[config.mk]
export PLATFORM = sky130hd
export DESIGN_NAME = pfd_loop_filter
export DESIGN_NICKNAME = d
export VERILOG_FILES = /design/src/rtl/pfd_loop_filter.sv
export SDC_FILE = /design/constraint.sdc
export NUM_CORES = 1
export LEC_CHECK = 0
export CAP_MARGIN = 15
export CORE_MARGIN = 2
export CORE_UTILIZATION = 63
export CTS_CLUSTER_SIZE = 40
export DETAILED_ROUTE_END_ITERATION = 12
export PLACE_DENSITY = 0.87
export SLEW_MARGIN = 20
export SYNTH_ARGS = -nofsm -noshare
export SYNTH_HDL_FRONTEND = slang
export SYNTH_SLANG_ARGS = --single-unit
[constraint.sdc]
create_clock -name clk -period 7.1 [get_ports clk]
set_input_delay 0.71 -clock clk [delete_from_list [all_inputs] [get_ports clk]]
set_output_delay 0.71 -clock clk [all_outputs]
set_load 0.05 [all_outputs]
[src/rtl/pfd_loop_filter.sv]
// PFD-driven digital loop filter: synchronised up/down pulses feed a saturating
// integrator with optional proportional path (PFD_LF_PROP_PATH_EN) and a windowed lock detector.
module pfd_loop_filter #(
  parameter int CTRL_W     = 8,
  parameter int INT_FRAC   = 4,
  parameter int KP         = 2,
  parameter int WIN_LEN    = 64,
  parameter int LOCK_THR   = 2,
  parameter int UNLOCK_THR = 8,
  parameter int LOCK_N     = 4
) (
  input  logic              clk,
  input  logic              reset,
  input  logic              up,
  input  logic              down,
  input  logic              hold,
  output logic [CTRL_W-1:0] ctrl_word,
  output logic              locked,
  output logic              sat
);

  localparam int INT_W = CTRL_W + INT_FRAC;
  localparam int WC_W  = $clog2(WIN_LEN);
  localparam int AC_W  = $clog2(WIN_LEN + 1);
  localparam int GC_W  = $clog2(LOCK_N + 1);

  localparam logic [INT_W-1:0]         INT_MAX    = {INT_W{1'b1}};
  localparam logic [INT_W-1:0]         INT_MID    = {1'b1, {(INT_W-1){1'b0}}};
  localparam logic [CTRL_W-1:0]        CTRL_MID   = {1'b1, {(CTRL_W-1){1'b0}}};
  localparam logic signed [CTRL_W+1:0] CTRL_MAX_S = (CTRL_W+2)'((1 << CTRL_W) - 1);
  localparam logic [WC_W-1:0]          WIN_LAST   = WC_W'(WIN_LEN - 1);
  localparam logic [AC_W-1:0]          LOCK_THR_C = AC_W'(LOCK_THR);
  localparam logic [AC_W-1:0]          UNLK_THR_C = AC_W'(UNLOCK_THR);
  localparam logic [GC_W-1:0]          GOOD_LAST  = GC_W'(LOCK_N - 1);

  typedef enum logic {ACQ = 1'b0, TRACK = 1'b1} state_t;

  logic up_meta_q, up_s_q, down_meta_q, down_s_q;
  logic err_pos, err_neg, err_act;
  logic [INT_W-1:0]  integ_q, integ_d;
  logic [CTRL_W-1:0] ctrl_q, ctrl_d;
  logic              sat_q, sat_d;
  logic signed [CTRL_W+1:0] sum;
  state_t            state_q, state_d;
  logic [WC_W-1:0]   win_cnt_q, win_cnt_d;
  logic [AC_W-1:0]   act_cnt_q, act_cnt_d, act_total;
  logic [GC_W-1:0]   good_cnt_q, good_cnt_d;
  logic              win_end;

  assign err_pos = up_s_q & ~down_s_q;
  assign err_neg = down_s_q & ~up_s_q;
  assign err_act = err_pos | err_neg;

  always_comb begin
    integ_d = integ_q;
    if (!hold) begin
      if (err_pos && integ_q != INT_MAX)
        integ_d = integ_q + INT_W'(1);
      else if (err_neg && integ_q != '0)
        integ_d = integ_q - INT_W'(1);
    end
    sat_d = (integ_d == '0) || (integ_d == INT_MAX);

    sum = signed'({2'b00, integ_d[INT_W-1:INT_FRAC]});
`ifdef PFD_LF_PROP_PATH_EN
    // Proportional kick is applied from the current error even while the integrator is held.
    if (err_pos)
      sum = sum + (CTRL_W+2)'(KP);
    else if (err_neg)
      sum = sum - (CTRL_W+2)'(KP);
`endif
    if (sum < 0)
      ctrl_d = '0;
    else if (sum > CTRL_MAX_S)
      ctrl_d = '1;
    else
      ctrl_d = sum[CTRL_W-1:0];
  end

  always_comb begin
    win_end    = (win_cnt_q == WIN_LAST);
    act_total  = act_cnt_q + AC_W'(err_act);
    win_cnt_d  = win_end ? '0 : win_cnt_q + WC_W'(1);
    act_cnt_d  = win_end ? '0 : act_total;
    good_cnt_d = good_cnt_q;
    state_d    = state_q;
    if (win_end) begin
      case (state_q)
        ACQ: begin
          if (act_total <= LOCK_THR_C) begin
            if (good_cnt_q == GOOD_LAST) begin
              state_d    = TRACK;
              good_cnt_d = '0;
            end else begin
              good_cnt_d = good_cnt_q + GC_W'(1);
            end
          end else begin
            good_cnt_d = '0;
          end
        end
        TRACK: begin
          if (act_total > UNLK_THR_C)
            state_d = ACQ;
        end
        default: state_d = ACQ;
      endcase
    end
  end

  always_ff @(posedge clk or posedge reset) begin
    if (reset) begin
      up_meta_q   <= 1'b0;
      up_s_q      <= 1'b0;
      down_meta_q <= 1'b0;
      down_s_q    <= 1'b0;
      integ_q     <= INT_MID;
      ctrl_q      <= CTRL_MID;
      sat_q       <= 1'b0;
      state_q     <= ACQ;
      win_cnt_q   <= '0;
      act_cnt_q   <= '0;
      good_cnt_q  <= '0;
    end else begin
      up_meta_q   <= up;
      up_s_q      <= up_meta_q;
      down_meta_q <= down;
      down_s_q    <= down_meta_q;
      integ_q     <= integ_d;
      ctrl_q      <= ctrl_d;
      sat_q       <= sat_d;
      state_q     <= state_d;
      win_cnt_q   <= win_cnt_d;
      act_cnt_q   <= act_cnt_d;
      good_cnt_q  <= good_cnt_d;
    end
  end

  assign ctrl_word = ctrl_q;
  assign sat       = sat_q;
  assign locked    = (state_q == TRACK);

endmodule

==> key figures <==
Route
  – WL final: 4664 um
  – Average vias per placed instance: 6.692
  – Via count: 1780
  – Antenna Nets Post-Route: 0
  – Pre-antenna DRT Iters: 8
  – Initial drt markers: 334
  – WL/cell: between 15 and 20 um
  – DRC violations left: 0

Clocking
  – Post-CTS Setup Bufs: 0
  – Clock transition at the registers of the reported paths: 100 ps
  – Hold Buf Count CTS: 0
  – Clock Latency Late Sink: 340 ps
  – CTS tree: built
  – Clock Sinks: 34
  – Clock buffer depth: 2
  – CTS Buf Count: 5
  – Post-cts resize count: 0
  – CTS root buf: clkbuf_4
  – CTS H-tree depth: 2

Floorplan
  – Row cnt: 20
  – DIE WIDTH: 61.73 um
  – Die H: 61.73 um
  – Die area: 3811 um2
  – Initial Utilization: 0.6766
  – Core area: 3103 um2
  – I/O pins: 15

GRT
  – Initial antenna violation count: 0
  – Total GRT Usage: 0.2775
  – Largest net degree at the start of global routing: 35
  – GRT overflow: 0
  – First-pass GRT wire length: 7624 um
  – Vias in the first global route: 1693

Synth
  – Main synth FF type: dfrtp_1
  – Synth top area share: 0.3933
  – Syn nets: 229
  – Yosys reg bits: 34
  – Post-synth EDFFs: 0
  – YS warnings: 0
  – Most common cell in the netlist: dfrtp_1
  – Synth unique cells: 58
  – Synthesized area: 2100 um2
  – Register area share after synthesis: 0.4058
  – Post-synth top area cell: dfrtp_1
  – Syn Inst Count: 215
  – Share of flip-flops with an asynchronous set or reset: 1.000
  – Synth cell count leaders: dfrtp_1, nand3_1, inv_1, nor2_1, nand2_1
  – Synth area leaders: dfrtp_1, ha_1, buf_4
  – Syn avg cell area: 9.765 um2

Worst setup path
  – CP Data Required Time: 7360 ps
  – Arrival time worst endpoint: 3590 ps
  – CP max stage delay: 670 ps
  – Crit Path Max Fanout: 7
  – Crit path cell chain: clkdlybuf4s50_1, nor4_1, nand3b_1, o31ai_1, o211ai_1, or3_1, or4_1, o31ai_2
  – Startpoint Class: input pin
  – Crit-path slowest cell: nor4_1
  – Critical path type: in2reg
  – Crit end category: register

Placement
  – Place WS: 3531 ps
  – Count of buffers from port buffering: 14
  – Placed cell areas: 2173 um2
  – GPL Wtd Cong: 0.9874
  – HPWL Detailed: 3299 um
  – Placed Instances: 258

Power and ir drop
  – Reg power frac: 0.417
  – P_sw: 0.0003823 W
  – Power Density: 362.6 nW/um2
  – Clock Power Share: 0.138
  – Internal Pwr Total: 0.0004277 W
  – Worst vdd ir: approximately 0.0002 V
  – Power after layout: 0.0008099 W
  – Sw Ratio: 0.4720
  – Comb power frac: 0.445
  – Leakage power: 0.9205 nW

Timing
  – Max Clk Rate: between 0.3 and 0.4 GHz
  – Final Critical Period: 3329 ps
  – RSZ-0062 raised after global routing: false
  – Slew at the pin closest to its max-slew limit: 692.8 ps
  – Max_slew headroom: 0.5338
  – Final Hold Fails: 0
  – Final setup fails: 0
  – Final Max Tran Viols: 0
  – Setup TNS: 0 ps
  – Tcrit/Tclk final: 0.4689
  – Final worst slack: between 3000 and 4000 ps
  – Worst Clk Skew: 10.96 ps

Finish
  – Layout area overhead: 6.377%
  – # nets final: 235
  – Share of layout cells above drive strength 1: 0.1126
  – Filler cells: 241
  – Post-Layout Cell Count: 266
  – Final Instance Area: 2233 um2
  – Antenna diodes: 0

Outcome
  – Status: complete, no violations

Flow run
  – MaxCap Viol Count: 0

Hold path
  – Hold Crit Class: reg2reg
==> worst paths after layout <==
check	startpoint	to	slack (ps)	depth (start not counted)
worst max-delay path	hold	sat	3770	8
worst min-delay path	down_meta_q	down_s_q	370	0
worst max register to register	integ_q[0]	sat	3930	8
worst min register to register	down_meta_q	down_s_q	370	0
max in group asynchronous	reset	ctrl_word[7]	5990	3
min in group asynchronous	reset	act_cnt_q[3]	780	3
==> final cells by class <==
type,instances,area (um2),area share
clock buffers,7,55.05,0.02465
clock inverters,1,5.005,0.002241
inverters,13,48.80,0.02185
multi-input cells,151,1062,0.4756
flip-flops and latches,34,852.1,0.3815
well taps,44,55.05,0.02465
repair buffers,16,155.1,0.06947
==> cells in the final DEF (no fill, tap or decap), types with 3 or more instances in the layout <==
cell type / instances
o31ai_1: 3
or4_1: 3
clkbuf_4: 5
a21oi_1: 3
nand4_1: 5
nor2_1: 12
nand3_1: 13
xor2_1: 6
a31oi_1: 3
nor3_1: 6
xnor2_1: 7
ha_1: 9
o211ai_1: 3
and3_1: 5
o21ai_0: 7
inv_1: 12
nor4_1: 3
clkdlybuf4s50_1: 14
dfrtp_1: 33
nand2_1: 11
or3_1: 3
nor2b_1: 7
==> power groups by stage <==
stage	clock network, W	registers, W	logic [W]
after detailed placement	0	0.000337	0.000352
after global routing	0.000122	0.000345	0.000389
final	0.000111	0.000338	0.000361
after global placement	0	0.000331	0.000340
after CTS	0.000114	0.000332	0.000355
after floorplan	0	0.000297	0.000329
==> cell families (layout without fill, tap and decap cells) <==
group | count (synthesis) | in the layout | share of synthesized area
simple gates | 89 | 89 | 0.2515
compound gates | 38 | 38 | 0.1365
flops | 34 | 34 | 0.4058
buf+inv | 30 | 37 | 0.08819
xor+xnor | 13 | 13 | 0.05423
fa+ha+maj | 9 | 9 | 0.05364
mux | 2 | 2 | 0.01013
==> critical path: cells and delay by family <==
kind / cells / cell delay [ps]
simple gates: 4 / 1720
buf+inv: 1 / 540
compound gates: 3 / 610
==> registers in the layout (all words and copies together), names as in the netlist <==
| signal | flops |
|---|---|
| ctrl_word | 8 |
| act_cnt_q | 7 |
| win_cnt_q | 6 |
| integ_q | 4 |
| good_cnt_q | 3 |
| down_meta_q | 1 |
| down_s_q | 1 |
| locked | 1 |
| sat | 1 |
| up_meta_q | 1 |
| up_s_q | 1 |
==> through the flow <==
stage,hold slack [ps],util
final,365.6,0.7198
after global routing,381.3,0.7198
after CTS,367.7,0.7198
after detailed placement,344.2,0.7004
after global placement,335.7,0.7004
after floorplan,331.2,-
==> layer usage <==
layer | share of wire | routed length (um) | up-vias | global-route usage
li1 | - | - | 793 | -
met1 | 0.39 | 1819 | 841 | 0.3556
met2 | 0.49 | 2263 | 120 | 0.4376
met3 | 0.083 | 388 | 26 | 0.07039
met4 | 0.041 | 193 | 0 | 0.1429
met5 | 0 | 0 | - | 0
No activity file was read; power rests on OpenSTA's default activity.
